**config.mk**
```make
export PLATFORM = sky130hd
export DESIGN_NAME = tri_color_sequencer
export DESIGN_NICKNAME = d
export VERILOG_FILES = /design/src/rtl/tri_color_sequencer.sv
export SDC_FILE = /design/constraint.sdc
export NUM_CORES = 1
export LEC_CHECK = 0
export CAP_MARGIN = 15
export CORE_ASPECT_RATIO = 0.8
export CORE_UTILIZATION = 57
export DETAILED_ROUTE_END_ITERATION = 10
export DONT_BUFFER_PORTS = 1
export PLACE_DENSITY = 0.75
export SETUP_SLACK_MARGIN = 0.02
export SKIP_CTS_REPAIR_TIMING = 1
export SLEW_MARGIN = 20
export SYNTH_ARGS = -nofsm -noshare
export SYNTH_HDL_FRONTEND = slang
export SYNTH_SLANG_ARGS = --single-unit
```
**constraint.sdc**
```tcl
create_clock -name sys_clk -period 1.9 [get_ports sys_clk]
set_input_delay 0.57 -clock sys_clk [delete_from_list [all_inputs] [get_ports sys_clk]]
set_output_delay 0.57 -clock sys_clk [all_outputs]
set_load 0.005 [all_outputs]
```
**src/rtl/tri_color_sequencer.sv**
```systemverilog
// tri_color_sequencer: R->G->B LED sequencer with programmable per-colour dwell.
// Define TRI_COLOR_PWM_EN to add a free-running PWM dimmer with a writable duty register.
module tri_color_sequencer #(
    parameter int DWELL_W       = 8,
    parameter int DEFAULT_DWELL = 10,
    parameter int PWM_W         = 4
) (
    input  logic               sys_clk,
    input  logic               sys_rst_n,
    input  logic               start,
    input  logic               stop,
    input  logic               cfg_we,
    input  logic [1:0]         cfg_sel,
    input  logic [DWELL_W-1:0] cfg_data,
    output logic               R,
    output logic               G,
    output logic               B,
    output logic               busy,
    output logic               cycle_done
);
    typedef enum logic [1:0] {IDLE, S_R, S_G, S_B} state_t;

    state_t             state_q, state_d, nxt;
    logic [DWELL_W-1:0] cnt_q, cnt_d, nld;
    logic [DWELL_W-1:0] dr_q, dr_d, dg_q, dg_d, db_q, db_d;
    logic               r_q, r_d, g_q, g_d, b_q, b_d, busy_q, busy_d, done_q, done_d;
    logic               on;
`ifdef TRI_COLOR_PWM_EN
    logic [PWM_W-1:0]   pwm_q, pwm_d, duty_q, duty_d;
`endif

    // A dwell of 0 is held for one cycle, same as 1.
    function automatic logic [DWELL_W-1:0] ld(input logic [DWELL_W-1:0] d);
        return (d == '0) ? '0 : d - DWELL_W'(1);
    endfunction

    always_comb begin
        state_d = state_q;
        cnt_d   = cnt_q;
        nxt     = (state_q == S_R) ? S_G : (state_q == S_G) ? S_B : S_R;
        nld     = (nxt == S_G) ? ld(dg_q) : (nxt == S_B) ? ld(db_q) : ld(dr_q);
        if (state_q == IDLE) begin
            if (start && !stop) begin
                state_d = S_R;
                cnt_d   = ld(dr_q);
            end
        end else if (stop) begin
            state_d = IDLE;
            cnt_d   = '0;
        end else if (cnt_q != '0) begin
            cnt_d = cnt_q - DWELL_W'(1);
        end else begin
            state_d = nxt;
            cnt_d   = nld;
        end
        dr_d = (cfg_we && cfg_sel == 2'd0) ? cfg_data : dr_q;
        dg_d = (cfg_we && cfg_sel == 2'd1) ? cfg_data : dg_q;
        db_d = (cfg_we && cfg_sel == 2'd2) ? cfg_data : db_q;
`ifdef TRI_COLOR_PWM_EN
        pwm_d  = pwm_q + PWM_W'(1);
        duty_d = (cfg_we && cfg_sel == 2'd3) ? cfg_data[PWM_W-1:0] : duty_q;
        on     = pwm_q < duty_q;
`else
        on     = 1'b1;
`endif
        r_d    = (state_d == S_R) && on;
        g_d    = (state_d == S_G) && on;
        b_d    = (state_d == S_B) && on;
        busy_d = state_d != IDLE;
        done_d = (state_q == S_B) && (state_d == S_R);
    end

    always_ff @(posedge sys_clk or negedge sys_rst_n) begin
        if (!sys_rst_n) begin
            state_q <= IDLE;
            cnt_q   <= '0;
            dr_q    <= DWELL_W'(DEFAULT_DWELL);
            dg_q    <= DWELL_W'(DEFAULT_DWELL);
            db_q    <= DWELL_W'(DEFAULT_DWELL);
            r_q     <= 1'b0;
            g_q     <= 1'b0;
            b_q     <= 1'b0;
            busy_q  <= 1'b0;
            done_q  <= 1'b0;
`ifdef TRI_COLOR_PWM_EN
            pwm_q   <= '0;
            duty_q  <= '1;
`endif
        end else begin
            state_q <= state_d;
            cnt_q   <= cnt_d;
            dr_q    <= dr_d;
            dg_q    <= dg_d;
            db_q    <= db_d;
            r_q     <= r_d;
            g_q     <= g_d;
            b_q     <= b_d;
            busy_q  <= busy_d;
            done_q  <= done_d;
`ifdef TRI_COLOR_PWM_EN
            pwm_q   <= pwm_d;
            duty_q  <= duty_d;
`endif
        end
    end

    assign R          = r_q;
    assign G          = g_q;
    assign B          = b_q;
    assign busy       = busy_q;
    assign cycle_done = done_q;
endmodule
```
==> impl_metrics.yaml <==
timing:
  rsz0062_at_grt: "yes"
  timing.final.setup_violations: 3
  fmax_mhz: 498
  tns_ns: -0.153
  worst_pin_slew_ns: 0.404
  period_needed_ns: 2.01
  whs_ns: 0.0884
  setup_slack_ns: -0.107
  clock_skew_ns: 0.0110
  finalHoldViolCount: 0
  slew_headroom: 0.730
  timing.final.crit_share: 1.06
  drv_slew: 0
die:
  start_util: 0.608
  ios: 20
  rows: 21
  fp.dieArea_mm2: 0.00481
  die_y_um: 62.2
  dieWidth_um: 77.3
  core_mm2: 0.00426
power:
  finalPower_mw: 4.13
  p_leak_nw: 1.36
  power_density_mw_per_mm2: 1300
  vdd_drop_max_mv: 0.798
synthesis:
  yosys-top-cells-area: "dfrtp_1 32%, mux2_2 10%, ha_1 6.3%"
  synthesis.instances: 259
  syn_nets: 287
  yosysTopAreaCell: "dfrtp_1"
  synth_top_area_share: 0.319
  syn_avg_cell_area_um2: 9.99
  ys_ff_latch: 39
  yosysSeqAreaShare: 0.380
  post-synth-top-count-cell: "dfrtp_1"
  synth_area_mm2: 0.00259
  synth_enable_flop_cells: 0
  yosysUniqueCellTypes: 58
  netlist_top_cells_count: "33 x dfrtp_1, 24 x mux2_2, 20 x nor2_1"
  synth_ff_type: "dfrtp_1"
  yosys_warnings: 0
  synthArstFlopShare: 1.00
grt:
  met3_usage: 0.0824
  grt.overflow.total: 0
  use_met2: 0.429
  grt_busiest_layer: "met2"
  antenna_found_initial: 0
  track_usage: 0.294
  use_met1: 0.425
  grt_pass1_wl_mm: 10.8
  first_global_vias: 2109
  grt_max_degree: 40
setup_path:
  reg2regPathDepth: 8
  crit_type: "flop to flop"
  crit_fanout: 3
  worstSetupStartpointType: "flop"
  crit_required_ns: 2.09
  crit_arrival_ns: 2.19
  endpoint_kind: "flop"
  cp_cell_sequence: "inv_2 > ha_4 > or4b_4 > nor2_4 > buf_6 > o32a_1 > o221ai_1 > a22o_1"
  cpPeakStageDelay_ns: 0.49
  critPathSlowestCell: "or4b_4"
layout:
  fin_area_mm2: 0.00319
  diodes: 0
  fin_util: 0.749
  drive_above_1_share: 0.393
  fill_cells: 280
  areaGrowthSynthToFinish_pct: 23.3
  nNetsFinal: 327
outcome:
  outcome: "complete, but fails checks"
  violations: "negative setup slack"
routing:
  dr_total_vias: 2240
  wl_per_cell_um: 19.7
  drt.antenna.violating_nets: 0
  first_pass_iters: 6
  drtIter0Drc: 332
  drc_errors: 0
  drt_wl_total_mm: 7.02
  vias_per_cell: 6.27
job:
  maxCapViolCount: 0
placed_design:
  placed_cell_area_mm2: 0.00291
  port-buffer-count: 0
  dpl.hpwl_mm: 5.00
  finalWeightedCongestion: 0.929
clocking:
  clkLatencyLatePin_ns: 0.30
  cts_max_path_buffers: 2
  tritoncts: "yes"
  cts.clk_slew.worst_paths_ns: 0.09
  htreeDepth: 2
  clock-sinks: 39
  clock-root-buffer: "clkbuf_8"
  cts_buffers: 5
worst_hold_path:
  holdCritPathClass: "primary input to asynchronous set/reset pin"
[where the power goes]
group          total, mW  switching (mW)  internal [mW]
registers           1.31           0.255           1.06
clock network      0.717           0.319          0.398
logic               2.10            1.08           1.02
total               4.13            1.65           2.48
[cell type report]
type / count / area, µm² / area share
Multi-Input combinational cell: 195 / 1630 / 0.510
Sequential cell: 39 / 983 / 0.308
Timing Repair Buffer: 40 / 324 / 0.102
Tap cell: 57 / 71.3 / 0.0224
Clock buffer: 5 / 68.8 / 0.0216
Inverter: 18 / 67.6 / 0.0212
Clock inverter: 3 / 47.5 / 0.0149
[stage by stage]
| step | std cells | worst slack, ns |
|---|---|---|
| floorplan | 259 | -0.0562 |
| global placement | 346 | -0.0487 |
| detailed placement | 346 | -0.0932 |
| CTS | 354 | -0.115 |
| global route | 357 | -0.179 |
| finish | 357 | -0.107 |
[metal layers]
layer / vias up / part of all wire
li1: 1040 / -
met1: 1088 / 0.45
met2: 94 / 0.45
met3: 18 / 0.083
met4: 0 / 0.020
met5: - / 0
[worst max-delay path: cells and delay by family, from the launching register on]
family                   cells  cell delay, ns
flip-flops                   1            0.39
adder cells (fa/ha/maj)      1            0.13
AO/OA/AOI/OAI                3            0.52
AND/OR/NAND/NOR              2            0.65
buffers and inverters        2            0.21
[layout by cell type (no fill, tap or decap), types with 8 or more instances in the layout]
master   Yosys  final
a21oi_1      9      8
buf_4        2     36
dfrtp_1     33     33
ha_1        13      9
inv_1       18     14
mux2_2      24     24
nand2_1     15     14
nor2_1      20     19
nor3_1      10      8
xnor2_1      8      8
[logic make-up (layout without fill, tap and decap cells)]
| logic type | count (synthesis) | after routing | synth area share |
|---|---|---|---|
| simple gates | 84 | 84 | 0.195 |
| compound gates | 60 | 60 | 0.169 |
| flops | 39 | 39 | 0.380 |
| mux | 26 | 26 | 0.112 |
| buf+inv | 25 | 66 | 0.0397 |
| fa+ha+maj | 13 | 13 | 0.0629 |
| xor+xnor | 12 | 12 | 0.0406 |
[state kept, by name, indices dropped and copies added, names as in the netlist]
register / count
G: 1
R: 1
B: 1
state_q: 2
busy: 1
dg_q: 8
cycle_done: 1
db_q: 8
dr_q: 8
cnt_q: 8
[path summary, 6_finish.rpt]
| path | from | to | slack, ns |
|---|---|---|---|
| worst max register to register | dr_q[0] | cnt_q[3] | -0.11 |
| max in group asynchronous | sys_rst_n | dg_q[2] | 1.61 |
| worst max-delay path | dr_q[0] | cnt_q[3] | -0.11 |
| min in group sys_clk | cfg_data[1] | dr_q[1] | 0.40 |
| worst min-delay path | sys_rst_n | cnt_q[2] | 0.09 |
| worst min register to register | dg_q[7] | dg_q[7] | 0.56 |
Power figures use the tool's default switching activity.
